$ cat config.mk
export PLATFORM = sky130hd
export DESIGN_NAME = wordle_guess_entry
export DESIGN_NICKNAME = d
export VERILOG_FILES = /design/src/rtl/wordle_guess_entry.sv
export SDC_FILE = /design/constraint.sdc
export NUM_CORES = 1
export LEC_CHECK = 0
export ABC_AREA = 1
export BUFFER_PORTS_ARGS = -buffer_cell sky130_fd_sc_hd__buf_2
export CAP_MARGIN = 0
export CELL_PAD_IN_SITES_DETAIL_PLACEMENT = 1
export CELL_PAD_IN_SITES_GLOBAL_PLACEMENT = 1
export CORE_UTILIZATION = 30
export DETAILED_ROUTE_END_ITERATION = 10
export HOLD_SLACK_MARGIN = 0.06
export PLACE_DENSITY_LB_ADDON = 0.1
export SYNTH_ARGS = -nofsm -noshare
export SYNTH_HDL_FRONTEND = slang
export SYNTH_SLANG_ARGS = --single-unit
$ cat constraint.sdc
create_clock -name Clk -period 4.91 [get_ports Clk]
set_input_delay 0.7365 -clock Clk [delete_from_list [all_inputs] [get_ports Clk]]
set_output_delay 0.7365 -clock Clk [all_outputs]
set_load 0.005 [all_outputs]
$ cat src/rtl/wordle_guess_entry.sv
// wordle_guess_entry: five-letter guess entry with a one-cycle green pass and a five-cycle yellow pass per row
module wordle_guess_entry (
  input  logic        Clk,
  input  logic        reset,
  input  logic        Start,
  input  logic        Ack,
  input  logic        Sel,
  input  logic [4:0]  letter_idx,
  input  logic [24:0] secret,
  output logic [24:0] guess,
  output logic [2:0]  len,
  output logic [2:0]  row_num,
  output logic [9:0]  result,
  output logic        result_valid,
  output logic        q_I,
  output logic        q_Entry,
  output logic        q_Check,
  output logic        q_Done,
  output logic        Win,
  output logic        Lose
);
  typedef enum logic [3:0] {QI = 4'b0001, QENTRY = 4'b0010, QCHECK = 4'b0100, QDONE = 4'b1000} state_t;
  state_t state, nxt;
  logic [24:0] sec;
  logic [4:0] avail, green, cur;
  logic [2:0] cyc, p, hj;
  logic [9:0] green_res;
  logic hit, all_green, sel_let, sel_del, sel_ent;
  assign sel_let = Sel && letter_idx < 5'd26;
  assign sel_del = Sel && letter_idx == 5'd26;
  assign sel_ent = Sel && letter_idx == 5'd27;
  assign all_green = result == 10'b10_10_10_10_10;
  assign p = (cyc >= 3'd1 && cyc <= 3'd5) ? cyc - 3'd1 : 3'd0;
  assign cur = guess[5*p +: 5];
  assign q_I = state == QI;
  assign q_Entry = state == QENTRY;
  assign q_Check = state == QCHECK;
  assign q_Done = state == QDONE;
  // descending scan so the lowest-indexed available secret letter wins
  always_comb begin
    green = '0;
    green_res = '0;
    hit = 1'b0;
    hj = 3'd0;
    for (int i = 4; i >= 0; i--) begin
      green[i] = guess[5*i +: 5] == sec[5*i +: 5];
      green_res[2*i +: 2] = {green[i], 1'b0};
      if (avail[i] && sec[5*i +: 5] == cur) begin
        hit = 1'b1;
        hj = 3'(i);
      end
    end
  end
  always_comb begin
    nxt = state == QI     ? (Start ? QENTRY : QI) :
          state == QENTRY ? ((sel_ent && len == 3'd5) ? QCHECK : QENTRY) :
          state == QCHECK ? (cyc == 3'd5 ? ((all_green || row_num == 3'd5) ? QDONE : QENTRY) : QCHECK) :
          state == QDONE  ? (Ack ? QI : QDONE) : QI;
  end
  always_ff @(posedge Clk) begin
    if (reset) state <= QI;
    else state <= nxt;
  end
  always_ff @(posedge Clk) begin
    if (reset) begin
      sec <= '0;
      guess <= '0;
      len <= '0;
      row_num <= '0;
      result <= '0;
      result_valid <= 1'b0;
      Win <= 1'b0;
      Lose <= 1'b0;
      avail <= '0;
      cyc <= '0;
    end else begin
      result_valid <= state == QCHECK && cyc == 3'd5;
      cyc <= state == QCHECK ? cyc + 3'd1 : 3'd0;
      if (state == QI && Start) begin
        sec <= secret;
        guess <= '0;
        len <= '0;
        row_num <= '0;
        result <= '0;
        Win <= 1'b0;
        Lose <= 1'b0;
      end
      if (state == QENTRY && sel_let && len < 3'd5) begin
        guess[5*len +: 5] <= letter_idx;
        len <= len + 3'd1;
      end
      if (state == QENTRY && sel_del && len != 3'd0) begin
        guess[5*(len - 3'd1) +: 5] <= 5'd0;
        len <= len - 3'd1;
      end
      if (state == QCHECK) begin
        if (cyc == 3'd0) begin
          result <= green_res;
          avail <= ~green;
        end else if (result[2*p +: 2] != 2'b10) begin
          result[2*p +: 2] <= hit ? 2'b01 : 2'b00;
          if (hit) avail[hj] <= 1'b0;
        end
        if (cyc == 3'd5) begin
          if (all_green) Win <= 1'b1;
          else if (row_num == 3'd5) Lose <= 1'b1;
          else begin
            row_num <= row_num + 3'd1;
            guess <= '0;
            len <= '0;
          end
        end
      end
    end
  end
endmodule

# Word-level counts from Yosys, hierarchy flattened
# Index checks and enable logic that the tools add are counted.
# classes
n_addsub	9
multipliers	3
magnitude_cmp	6
n_eq_ne	21
shift	8
n_mux	64
n_bitwise	4
n_reduce_logical	24
# ops
operator	count
25-bit two-way mux	9
5-bit by 34-bit variable shift with 25-bit output (first input constant)	2
3-bit two-way mux	19
25-bit bitwise mux	2
5-bit == test	10
10-bit two-way mux	5
32-bit negator with 34-bit output	1
4-bit negator with 34-bit output	1
6-bit negator with 34-bit output	1
2-bit by 34-bit variable shift with 10-bit output (first input constant)	1
2-bit by 34-bit indexed part select with 10-bit output	1
5-bit by 34-bit indexed part select with 25-bit output	1
5-bit by 34-bit indexed part select with 25-bit output (first input constant)	1
4-bit two-way mux	7
25-bit by 7-bit indexed part select with 5-bit output	1
1-bit logical AND	17
1-bit two-way mux	16
5-bit two-way mux	3
3-bit by 3-bit multiplier with 6-bit output (first input constant)	2
10-bit bitwise mux	1
10-bit == test (second input constant)	1
5-bit == test (second input constant)	2
5-bit NOT	2
10-bit by 5-bit indexed part select with 2-bit output	1
other kinds (25)	32
# word_totals
register_bits	81
inputBits	35
output_inout_bits	48
wordCells	150

# Longest topological paths before layout
# Gate-level depths: netlist of run 1.
# logic_depth
word_depth	21
depth_mapped	24
depth_no_buf	24

# Least setup slack after synthesis of run 1
# Ideal clock, no wire load.
# synth_path
kind	reg-to-reg
start	register len[0]
end	register guess[18]
setup_time_ps	116
t_arrival_ps	4486
t_required_ps	4794
path_slack_ps	307
path_stages_with_launch	24
path_buffers	1
synth_period_minus_slack_ps	4603
path_cell_list	dfxtp_1 clkinv_1 ha_1 ha_1 inv_1 ha_1 a21o_1 fa_1 inv_1 nand4_1 or2_2 clkbuf_1 nor2_1 inv_1 ha_1 inv_1 nand4_1 o31ai_1 nand3_1 a21oi_1 nand3_1 nor2_1 nor2_1 o211a_1
# synth_via
elab_chain_cells	12
word_cells_on_any_way	22
classes_between	add/sub (3); mul (2); order compare (1); shift (4); mux (9); reduce/logical (3)
# synth_lines
element	line	rtl
from (decl)	11	output logic [2:0] len,
from (signal assigned)	90	len <= len + 3'd1;
from (signal assigned)	94	len <= len - 3'd1;
parallel branches: the longest is 7 deep, another holds 32-bit negator with 34-bit output	-	
25-bit two-way mux *	92	if (state == QENTRY && sel_del && len != 3'd0) begin
25-bit two-way mux	106	else if (row_num == 3'd5) Lose <= 1'b1;
25-bit two-way mux	105	if (all_green) Win <= 1'b1;
25-bit two-way mux	104	if (cyc == 3'd5) begin
25-bit two-way mux *	96	if (state == QCHECK) begin
to (signal, indexed assignment)	89	guess[5*len +: 5] <= letter_idx;
to (decl)	10	output logic [24:0] guess,
# Every way passes the cells marked *. The select of a mux whose other input is x is not followed.
# A chain may end at the register's enable or synchronous reset.

# Final worst setup path of run 1
# layout_path
start	register len[1]
end	register guess[8]
# Same word-level chain as after synthesis.

==> summary.md, run 1 <==
| Metric | Value |
|---|---|
| DR DRC count | 0 |
| Critical path class | reg2reg |
| Number of antenna cells inserted | 0 |
| Global routing met2 resource utilization | 40.6% |
| R2R cell count | 22 |
| Fill cell total of the finished layout | 2,461 |
| Drt pass-1 iters | 5 |
| Share of the synthesized area in the top cell type | 28.2% |
| Placeable core region | 0.0188 mm2 |
| Global-route wire length before repair | 36.0 mm |
| Kind of start point of the critical path | flop |
| Peak VDD IR | 0.159 mV |
| MaxCap Viol Count | 0 |
| Cell at the root of the clock tree | clkbuf_16 |
| Initial Utilization | 30.6% |
| Syn-to-layout area delta | 16.5% |
| Largest area contributor in the synthesized netlist | dfxtp_1 |
| Classification of the worst-slack hold path | reg2reg |
| Setup repair after global routing missed its margin | false |
| Total negative slack | 0 ns |
| Latest clock arrival within the worst-skew pair | 0.36 ns |
| R2R Path End | guess[8]$_SDFF_PP0_ |
| Post-route fraction of the period consumed by the critical path | 91.6% |
| Biggest area contributors in the synthesized netlist | dfxtp_1 28%, nand2_1 10%, inv_1 9.0%, a21oi_1 5.9%, ha_1 5.7% |
| Per-cell routed wire length | 19.3 um |
| Power Total | 0.00157 W |
| CP max FO | 7 |
| Worst clock skew | 0.00691 ns |
| Capturing element type of the critical path | flop |
| Final Max Tran Viols | 0 |
| TritonCTS buffer count | 9 |
| NumNets Final | 1,006 |
| Distinct cells, synth | 54 |
| Synthesized area | 0.00575 mm2 |
| CP Data Required Time | 5.16 ns |
| Startpoint of the most critical register-to-register path | len[1]$_SDFF_PP0_ |
| Inst Count DP | 1,167 |
| Overall via count from detail_route | 6,225 |
| Horizontal die dimension | 140 um |
| Number of clock sinks seen by CTS | 81 |
| Post-Synthesis Net Count | 932 |
| Via count of the first global-routing pass | 6,458 |
| Global-route congestion overflow total | 0 |
| Seq cells post-synth | 81 |
| Synth warnings | 0 |
| Number of antenna-violating nets in the routed design | 0 |
| Relative max-transition margin | 32.9% |
| Run status | finished, final reports clean |
| Arrival time at the worst endpoint | 4.75 ns |
| Post-synthesis instance total | 870 |
| Average via count per standard cell | 5.26 |
| Detailed placer's ending HPWL | 17.7 mm |
| GRT met1 Usage | 31.3% |
| Total die area | 0.0197 mm2 |
| Synthesized area per cell | 6.61 um2 |
| Slew @ Worst Pin | 0.993 ns |
| Finished Cell Area | 0.00670 mm2 |
| Maximum root-to-sink buffer count | 2 |
| Met3 layer usage reported by global route | 2.50% |
| Placer Congestion | 0.899 |
| Static leakage | 2.99 nW |
| Row Count | 50 |
| I/O pin count | 83 |
| Most utilized layer in the global route result | met2 |
| Setup slack of the most critical reg-to-reg path | 0.41 ns |
| DIE HEIGHT | 140 um |
| Detailed Route Iter0 Violations | 335 |
| Terminating pin of the worst hold path | Win$_SDFF_PP0_ |
| IO Port Bufs | 82 |
| Number of failing setup endpoints in the final timing report | 0 |
| Filler-free cell count of the finished design | 1,183 |
| Final Critical Period | 4.50 ns |
| Worst hold stages | 2 |
| Total routed wirelength | 22.8 mm |
| Pin count of the biggest net entering global routing | 83 |
| Clock tree from TritonCTS | done |
| Utilization after layout | 35.7% |
| Antenna violations before repair | 0 |
| GRT Overall Usage | 23.9% |
| Level count of the clock H-tree | 3 |
| Placement-stage cell area | 0.00639 mm2 |
| Final Hold Vio Count | 0 |
| Pwr per Cell Area | 235 mW/mm2 |
| Hold Crit Start | Win$_SDFF_PP0_ |
| Highest clock rate | 222 MHz |
| Sequential fraction of the synthesis area | 28.2% |
| Fraction of layout instances using a drive strength above 1 | 16.3% |
| Post-CTS Hold Buffers | 0 |
| Clock input transition at the sequential cells of the worst setup and hold paths | 0.07 ns |
## cell usage in the layout, fill, tap and decap left out, types with 2 or more instances in the layout
| cell type | instances |
|---|---|
| xnor2_1 | 6 |
| buf_2 | 82 |
| clkbuf_16 | 9 |
| buf_4 | 6 |
| or2_2 | 3 |
| inv_6 | 4 |
| dfxtp_1 | 80 |
| o22ai_1 | 14 |
| ha_1 | 26 |
| nor2_2 | 3 |
| o21ai_0 | 57 |
| nand3_2 | 17 |
| o2111ai_1 | 5 |
| nor3_1 | 16 |
| nand3b_1 | 5 |
| and3_1 | 5 |
| o211ai_1 | 8 |
| nand4_2 | 5 |
| o21ai_2 | 2 |
| nand3_1 | 46 |
| a2111oi_0 | 3 |
| nor2_1 | 76 |
| nand4_1 | 40 |
| inv_1 | 138 |
| a221oi_1 | 9 |
| a21oi_1 | 67 |
| a31oi_1 | 5 |
| nand2_1 | 154 |
| nor4_1 | 6 |
| inv_2 | 4 |
| a211oi_1 | 4 |
| xor2_1 | 3 |
| o21ai_1 | 6 |
| clkinv_1 | 3 |
| nor3_2 | 3 |
| nand2_2 | 5 |
| clkinv_4 | 2 |
## area by class of cell
| cell class | count | area [um2] | area share [%] |
|---|---|---|---|
| multi-input combinational | 618 | 3490 | 52.1 |
| tap | 234 | 293 | 4.37 |
| sequential | 81 | 1620 | 24.2 |
| clock buffer | 9 | 225 | 3.36 |
| timing repair buffer | 88 | 455 | 6.80 |
| clock inverter | 7 | 60.1 | 0.897 |
| inverter | 146 | 549 | 8.20 |
## sequential cells by signal (all words and copies together), names as in the netlist
signal	cells
Lose	1
Win	1
avail	5
cyc	3
guess	25
len	3
result	10
result_valid	1
row_num	3
sec	25
state	4
## timing repair
action	in CTS	in global routing
endpoints found under the setup margin	0	20
resized for setup	0	5
setup buffers	0	0
## report_power, final
part | switching (W) | total, W | internal [W]
Sequential | 0.0000240 | 0.000702 | 0.000678
Clock | 0.000332 | 0.000685 | 0.000353
Combinational | 0.000126 | 0.000186 | 0.0000607
Total | 0.000482 | 0.00157 | 0.00109
## cell usage after synthesis, drive strengths merged
| library cell | number |
|---|---|
| or2 | 3 |
| a211oi | 4 |
| o211a | 1 |
| a32oi | 1 |
| a22oi | 1 |
| xor2 | 4 |
| a21o | 1 |
| o21bai | 1 |
| nor2 | 80 |
| inv | 142 |
| a221oi | 9 |
| o31ai | 2 |
| nand4 | 45 |
| o22ai | 15 |
| nand2 | 160 |
| or4 | 1 |
| xnor2 | 6 |
| o221ai | 1 |
| o211ai | 8 |
| o32ai | 1 |
| nor3 | 19 |
| a31oi | 5 |
| ha | 26 |
| nor4 | 6 |
| o41ai | 1 |
| and3 | 5 |
| a2111oi | 3 |
| fa | 1 |
| clkinv | 4 |
| o2111ai | 5 |
| clkbuf | 20 |
| o21ai | 65 |
| buf | 5 |
| a41oi | 1 |
| a21oi | 68 |
| nand3b | 5 |
| nand3 | 64 |
| dfxtp | 81 |
## how the worst max path moves through the flow
stage | from | endpoint | depth (start not counted)
5_1_grt | len[1]$_SDFF_PP0_ | guess[8]$_SDFF_PP0_ | 22
6_report | len[1]$_SDFF_PP0_ | guess[8]$_SDFF_PP0_ | 22
3_3_place_gp | len[1]$_SDFF_PP0_ | guess[23]$_SDFF_PP0_ | 21
2_1_floorplan | len[0]$_SDFF_PP0_ | guess[18]$_SDFF_PP0_ | 23
4_1_cts | len[1]$_SDFF_PP0_ | guess[23]$_SDFF_PP0_ | 21
3_5_place_dp | len[1]$_SDFF_PP0_ | guess[23]$_SDFF_PP0_ | 21
## worst max-delay path: stages (launching register included)
cell and delay (ns):
dfxtp_2 0.39, inv_1 0.12, ha_1 0.20, ha_1 0.30, inv_1 0.06, ha_1 0.17
a21o_1 0.18, fa_1 0.48, inv_1 0.07, nand4_1 0.10, or2_2 0.34, nor2_2 0.17
inv_1 0.06, ha_1 0.27, inv_1 0.07, nand4_1 0.11, o31ai_2 0.33, nand3_1 0.14
a21oi_2 0.24, nand2_1 0.18, nand2_1 0.16, nand2_1 0.06, and3_1 0.17
## metrics by stage
| step | setup WS (ns) | hold slack [ns] |
|---|---|---|
| after CTS | 0.103 | 0.495 |
| after floorplan | 0.307 | 0.469 |
| after detailed placement | 0.126 | 0.477 |
| after global placement | 0.250 | 0.482 |
| after global routing | 0.0744 | 0.531 |
| final | 0.411 | 0.487 |
## kinds of logic (layout without fill, tap and decap cells)
| family | Yosys count | in the layout | synth area share (%) |
|---|---|---|---|
| flops | 81 | 81 | 28.2 |
| buf+inv | 171 | 250 | 11.4 |
| compound gates | 193 | 193 | 19.6 |
| xor+xnor | 10 | 10 | 1.65 |
| simple gates | 388 | 388 | 33.1 |
| fa+ha+maj | 27 | 27 | 6.01 |
## metal layers
| metal | share of wire [%] | wire, um |
|---|---|---|
| met5 | 0 | 0 |
| met4 | 2.0 | 451 |
| met3 | 2.8 | 631 |
| met2 | 47 | 10800 |
| met1 | 48 | 11000 |
Power figures use the tool's default switching activity.
==> inputs of run 2 (changes only) <==
--- a/config.mk
+++ b/config.mk
@@ -5,7 +5,7 @@
 export SDC_FILE = /design/constraint.sdc
 export NUM_CORES = 1
 export LEC_CHECK = 0
-export ABC_AREA = 1
+export ABC_AREA = 0
 export BUFFER_PORTS_ARGS = -buffer_cell sky130_fd_sc_hd__buf_2
 export CAP_MARGIN = 0
 export CELL_PAD_IN_SITES_DETAIL_PLACEMENT = 1
==> constraint.sdc (replaced) <==
create_clock -name Clk -period 5.7 [get_ports Clk]
set_input_delay 0.855 -clock Clk [delete_from_list [all_inputs] [get_ports Clk]]
set_output_delay 0.855 -clock Clk [all_outputs]
set_load 0.005 [all_outputs]
==> run 2 against run 1 <==
Compared with the run above: maximum frequency shrank 13%; critical path depth shrank 2; sequential power shrank 15%; via count shrank 8.2%; first-iteration DRC count shrank 27%; synthesized area shrank 4.5%; register-to-register slack gained 0.11 ns; utilization is essentially flat; flip-flop and latch count is the same; largest power group unchanged; total power shrank 14%; count of clock-buffer cells in the layout is the same; highest routed layer unchanged.
==> summary.md, run 2 <==
| Metric | Value |
|---|---|
| Placeable core region | 0.0180 mm2 |
| Via count of the first global-routing pass | 5,928 |
| Filler-free cell count of the finished design | 1,016 |
| Finished Cell Area | 0.00642 mm2 |
| Setup repair after global routing missed its margin | false |
| Number of antenna cells inserted | 0 |
| Detailed placer's ending HPWL | 16.5 mm |
| Number of clock sinks seen by CTS | 81 |
| Inst Count DP | 1,000 |
| Pwr per Cell Area | 211 mW/mm2 |
| Number of buffers inserted by post-CTS setup repair | 0 |
| Peak VDD IR | 0.122 mV |
| Most common cell after layout, fill and taps aside | nand2_1 |
| CP Data Required Time | 5.94 ns |
| Global-route congestion overflow total | 0 |
| Synthesized area | 0.00549 mm2 |
| Biggest area contributors in the synthesized netlist | dfxtp_1 30%, nand2_1 7.7%, ha_1 5.9%, a21oi_1 4.6%, xnor2_1 4.5% |
| Maximum root-to-sink buffer count | 2 |
| Synthesized area per cell | 7.72 um2 |
| Synth warnings | 0 |
| NumNets Final | 844 |
| Setup Slack @ Placement | 0.454 ns |
| Overall via count from detail_route | 5,716 |
| Detailed Route Iter0 Violations | 246 |
| Post-CTS Hold Buffers | 0 |
| Capturing element type of the critical path | flop |
| Average via count per standard cell | 5.63 |
| DR DRC count | 0 |
| Latest clock arrival within the worst-skew pair | 0.36 ns |
| Worst clock skew | 0.00992 ns |
| Distinct cells, synth | 76 |
| Most instantiated library cell after synthesis | nand2_1 |
| Clock input transition at the sequential cells of the worst setup and hold paths | 0.07 ns |
| IO Port Bufs | 82 |
| Slew @ Worst Pin | 1.24 ns |
| Sequential fraction of the synthesis area | 29.5% |
| Post-layout worst setup margin | 0.521 ns |
| Largest registers | guess x25, sec x25, result x10 |
| Number of enable flip-flop cells after synthesis | 0 |
| Number of antenna-violating nets in the routed design | 0 |
| Seq cells post-synth | 81 |
| Share of the synthesized area in the top cell type | 29.5% |
| GRT Overall Usage | 23.5% |
| Total negative slack | 0 ns |
| TritonCTS buffer count | 9 |
| CP max FO | 9 |
| Count of cells resized by post-cts repair | 0 |
| Post-synth top flop | dfxtp_1 |
| Largest area contributor in the synthesized netlist | dfxtp_1 |
| Kind of start point of the critical path | flop |
| Post-Synthesis Net Count | 774 |
| Classification of the worst-slack hold path | reg2reg |
| Run status | finished, final reports clean |
| Cell at the root of the clock tree | clkbuf_16 |
| Row Count | 49 |
| Horizontal die dimension | 137 um |
| Level count of the clock H-tree | 3 |
| Final Hold Vio Count | 0 |
| Most common library cells after synthesis | 113 x nand2_1, 81 x dfxtp_1, 61 x nor2_1 |
| DIE HEIGHT | 137 um |
| Global-route wire length before repair | 33.1 mm |
| Clock tree from TritonCTS | done |
| Final Max Tran Viols | 0 |
| Post-route fraction of the period consumed by the critical path | 90.9% |
| Pin count of the biggest net entering global routing | 50 |
| Relative max-transition margin | 16.7% |
| Static leakage | 2.44 nW |
| I/O pin count | 83 |
| Number of failing setup endpoints in the final timing report | 0 |
| Fraction of layout instances using a drive strength above 1 | 15.9% |
| Drt pass-1 iters | 4 |
| MaxCap Viol Count | 0 |
| FFs w/ async S/R, synth | 0% |
| Total die area | 0.0189 mm2 |
| Utilization after layout | 35.7% |
| Placement-stage cell area | 0.00613 mm2 |
| Highest-count cells in the layout ignoring fill and taps | 111 x nand2_1, 82 x buf_2, 81 x dfxtp_1, 61 x nor2_1, 49 x a21oi_1 |
| Placer Congestion | 0.887 |
| Arrival time at the worst endpoint | 5.42 ns |
| Antenna violations before repair | 0 |
| Highest clock rate | 193 MHz |
| Final Critical Period | 5.18 ns |
| Per-cell routed wire length | 21.1 um |
| Post-synthesis instance total | 712 |
| Initial Utilization | 30.6% |
| Critical path class | reg2reg |
| Syn-to-layout area delta | 16.9% |
| Total routed wirelength | 21.4 mm |
## run 2: changes by cell type in the layout (fill, tap and decap cells not counted), moves of 15 or more
cell,before,now
nand3_1,46,29
o21ai_0,57,26
inv_1,138,17
nand2_1,154,111
nand3_2,17,0
nand2b_1,0,15
nand4_1,40,9
xor2_1,3,26
xnor2_1,6,28
a21oi_1,67,49
nor2_1,76,61
## run 2: stage by stage
stage / total power [W] / hold slack [ns]
after global placement: 0.000776 / 0.462
after CTS: 0.00137 / 0.486
final: 0.00135 / 0.486
after detailed placement: 0.000781 / 0.467
after global routing: 0.00141 / 0.522
after floorplan: 0.000715 / 0.448
## run 2: logic make-up after synthesis
group	after synthesis	share of synthesized area [%]
DFF	81	29.5
AOI/OAI and AO/OA	171	21.3
adders and majority gates	27	6.29
xor gates and xnor gates	55	8.90
buffers and inverters	52	3.85
muxes	8	1.53
and+or+nand+nor	318	28.6
## run 2: path summary, 6_finish.rpt
kind	start	end	slack, ns	depth (start not counted)
worst min-delay path	result[0]$_SDFF_PP0_	result[0]$_SDFF_PP0_	0.49	2
worst max register to register	len[1]$_SDFF_PP0_	guess[11]$_SDFF_PP0_	0.52	20
worst max-delay path	len[1]$_SDFF_PP0_	guess[11]$_SDFF_PP0_	0.52	20
worst min register to register	result[0]$_SDFF_PP0_	result[0]$_SDFF_PP0_	0.49	2
## run 2: area by class of cell
cell class,count,area [um2]
clock buffers,9,225
inverters,19,71.3
fillers,2200,11500
clock inverters,7,60.1
repair buffers,92,485
flip-flops and latches,81,1620
multi-input cells,579,3670
well taps,229,287
## run 2: routing by layer
layer / vias to the layer above / GRT usage, % / share of wire [%]
met3: 29 / 3.64 / 3.1
met2: 116 / 41.9 / 51
li1: 2728 / - / -
met5: - / 0 / 0
met4: 0 / 7.81 / 1.7
met1: 2843 / 28.7 / 44
## run 2: where the power goes
part	internal, W	switching [W]
sequential	0.000579	0.0000187
clock	0.000305	0.000277
combinational	0.0000606	0.000111
total	0.000944	0.000407
## run 2: worst max-delay path, cell delays in order (launching register included)
cell,delay (ns)
dfxtp_1,0.47
inv_1,0.17
ha_1,0.22
ha_1,0.34
inv_1,0.10
ha_1,0.19
a21o_1,0.19
fa_1,0.53
nor4bb_1,0.32
buf_4,0.20
inv_1,0.05
ha_1,0.35
or4_1,0.56
nor2_1,0.12
a31oi_1,0.05
nor2_1,0.13
nand4_1,0.15
a21oi_2,0.25
nand2_1,0.24
o32ai_1,0.36
a211oi_1,0.08
==> inputs of run 3 (changes only) <==
--- a/config.mk
+++ b/config.mk
@@ -10,6 +10,7 @@
 export CAP_MARGIN = 0
 export CELL_PAD_IN_SITES_DETAIL_PLACEMENT = 1
 export CELL_PAD_IN_SITES_GLOBAL_PLACEMENT = 1
+export CORE_ASPECT_RATIO = 0.5
 export CORE_UTILIZATION = 30
 export DETAILED_ROUTE_END_ITERATION = 10
 export HOLD_SLACK_MARGIN = 0.06
==> constraint.sdc (replaced) <==
create_clock -name Clk -period 4.73 [get_ports Clk]
set_input_delay 0.7095 -clock Clk [delete_from_list [all_inputs] [get_ports Clk]]
set_output_delay 0.7095 -clock Clk [all_outputs]
set_load 0.005 [all_outputs]
==> run 3 against run 2 <==
Compared with the run above: the flow now finishes with violations (DRC); global-route usage down 1.1 points; final area up 2.7%; die area up 0.18%; register-to-register slack worse by 0.27 ns; count of clock-buffer cells in the layout up 2; sequential power up 20%; maximum frequency up 16%; critical path type unchanged.
==> summary.md, run 3 (synthesis gave the netlist of run 2 again) <==
| Metric | Value |
|---|---|
| Number of clock sinks seen by CTS | 81 |
| Hold Crit Start | cyc[0]$_SDFF_PP0_ |
| Antenna violations before repair | 0 |
| Arrival time at the worst endpoint | 4.70 ns |
| Capturing element type of the critical path | flop |
| R2R Path End | guess[3]$_SDFF_PP0_ |
| R2R cell count | 18 |
| Overall via count from detail_route | 5,654 |
| Maximum root-to-sink buffer count | 2 |
| Per-cell routed wire length | 20.2 um |
| Run status | complete, but fails checks |
| Fraction of layout instances using a drive strength above 1 | 18.1% |
| Level count of the clock H-tree | 3 |
| Number of antenna-violating nets in the routed design | 0 |
| Number of antenna cells inserted | 0 |
| Relative max-transition margin | 22.3% |
| Fraction of power consumed by combinational cells | 13.5% |
| Horizontal die dimension | 193 um |
| Switching pwr | 0.000449 W |
| Pin count of the biggest net entering global routing | 49 |
| DR DRC count | 3 |
| Clock input transition at the sequential cells of the worst setup and hold paths | 0.06 ns |
| Drt pass-1 iters | 9 |
| NumNets Final | 858 |
| Classification of the worst-slack hold path | reg2reg |
| Detailed placer's ending HPWL | 16.1 mm |
| Largest registers | guess x25, sec x25, result x10 |
| Post-route fraction of the period consumed by the critical path | 94.7% |
| I/O pin count | 83 |
| Critical path class | reg2reg |
| Slew @ Worst Pin | 1.16 ns |
| Total die area | 0.0189 mm2 |
| Fill cell total of the finished layout | 2,141 |
| DIE HEIGHT | 97.7 um |
| Syn-to-layout area delta | 20.0% |
| Setup slack of the most critical reg-to-reg path | 0.25 ns |
| Switching part of the total power | 27.5% |
| Final Critical Period | 4.48 ns |
| Highest clock rate | 223 MHz |
| Peak VDD IR | 0.151 mV |
| Initial Utilization | 31.1% |
| Static leakage | 2.55 nW |
| Pwr per Cell Area | 247 mW/mm2 |
| Placeable core region | 0.0177 mm2 |
| Internal Pwr Total | 0.00118 W |
| Placer Congestion | 0.829 |
| Inst Count DP | 1,019 |
| Post-CTS Hold Buffers | 0 |
| Number of failing setup endpoints in the final timing report | 0 |
| Startpoint of the most critical register-to-register path | len[0]$_SDFF_PP0_ |
| Worst hold stages | 1 |
| Area occupied by multi-input gates | 0.00374 mm2 |
| Utilization after layout | 37.4% |
| Placement-stage cell area | 0.00624 mm2 |
| Average via count per standard cell | 5.47 |
| Violated checks | DRC |
| Filler-free cell count of the finished design | 1,034 |
| Count of cells resized by post-cts repair | 0 |
| CP Data Required Time | 4.95 ns |
| Via count of the first global-routing pass | 5,489 |
| CP max FO | 6 |
| IO Port Bufs | 82 |
| MaxCap Viol Count | 0 |
| Flip-flop and latch area | 0.00162 mm2 |
| Fin Hold WS | 0.471 ns |
| Sequential group share of total power | 44.0% |
| Detailed Route Iter0 Violations | 297 |
| TritonCTS buffer count | 9 |
| Worst clock skew | 0.00560 ns |
| Finished Cell Area | 0.00660 mm2 |
| Final Max Tran Viols | 0 |
| Kind of start point of the critical path | flop |
| Cell at the root of the clock tree | clkbuf_16 |
| GRT Overall Usage | 22.4% |
| Clock tree from TritonCTS | done |
| Clock power share | 42.5% |
| Most common cell after layout, fill and taps aside | nand2_1 |
| Final Hold Vio Count | 0 |
| Total routed wirelength | 20.9 mm |
| Global-route wire length before repair | 32.5 mm |
| Row Count | 34 |
| Latest clock arrival within the worst-skew pair | 0.35 ns |
| Highest-count cells in the layout ignoring fill and taps | 111 x nand2_1, 82 x buf_2, 80 x dfxtp_1, 59 x nor2_1, 49 x a21oi_1 |
| Number of buffers inserted by post-CTS setup repair | 0 |
| Global-route congestion overflow total | 0 |
| Terminating pin of the worst hold path | cyc[0]$_SDFF_PP0_ |
## run 3: final cells by class
class | instances | area share (%)
repair buffers | 106 | 8.95
inverters | 19 | 1.08
flip-flops and latches | 81 | 24.6
well taps | 234 | 4.44
clock inverters | 4 | 0.683
clock buffers | 11 | 3.53
multi-input cells | 579 | 56.7
## run 3: how the worst max path moves through the flow
stage	from	endpoint	slack (ns)	cells past startpoint
detailed placement	len[0]$_SDFF_PP0_	guess[11]$_SDFF_PP0_	0.03	19
floorplan	len[1]$_SDFF_PP0_	guess[11]$_SDFF_PP0_	0.08	20
global placement	len[0]$_SDFF_PP0_	guess[11]$_SDFF_PP0_	0.16	19
CTS	len[0]$_SDFF_PP0_	guess[11]$_SDFF_PP0_	0.01	19
finish	len[0]$_SDFF_PP0_	guess[3]$_SDFF_PP0_	0.25	18
global route	len[0]$_SDFF_PP0_	guess[11]$_SDFF_PP0_	-0.03	19
## run 3: power groups by stage
stage          registers [W]  clock network, W  logic, W
2_1_floorplan       0.000728                 0  0.000134
5_1_grt             0.000720          0.000738  0.000244
3_5_place_dp        0.000733                 0  0.000213
4_1_cts             0.000718          0.000715  0.000213
3_3_place_gp        0.000733                 0  0.000210
6_report            0.000718          0.000693  0.000220
## run 3: routing by layer
metal | wire (um) | share of wire, % | vias up | GRT usage (%)
met3 | 509 | 2.4 | 27 | 3.85
met4 | 312 | 1.5 | 0 | 5.97
met2 | 9170 | 44 | 76 | 34.9
met1 | 10900 | 52 | 2804 | 31.8
met5 | 0 | 0 | - | 0
li1 | - | - | 2747 | -
## run 3: worst max-delay path, stage by stage (launching register included)
cell      delay, ns
dfxtp_2        0.32
inv_1          0.05
ha_1           0.19
ha_1           0.29
inv_1          0.06
ha_1           0.17
a21o_1         0.18
fa_1           0.50
buf_4          0.18
or3_1          0.38
ha_1           0.29
or4_1          0.49
nor2_1         0.10
a31oi_1        0.05
nor2_1         0.13
nand2_1        0.09
or4_1          0.57
nand3_1        0.22
a221oi_1       0.08
## run 3: per-stage QoR
step	setup TNS, ns	setup slack, ns	total power, W
final	0	0.249	0.00163
after global routing	-0.0974	-0.0283	0.00170
after CTS	0	0.0145	0.00165
after detailed placement	0	0.0323	0.000947
after global placement	0	0.156	0.000943
after floorplan	0	0.0783	0.000861
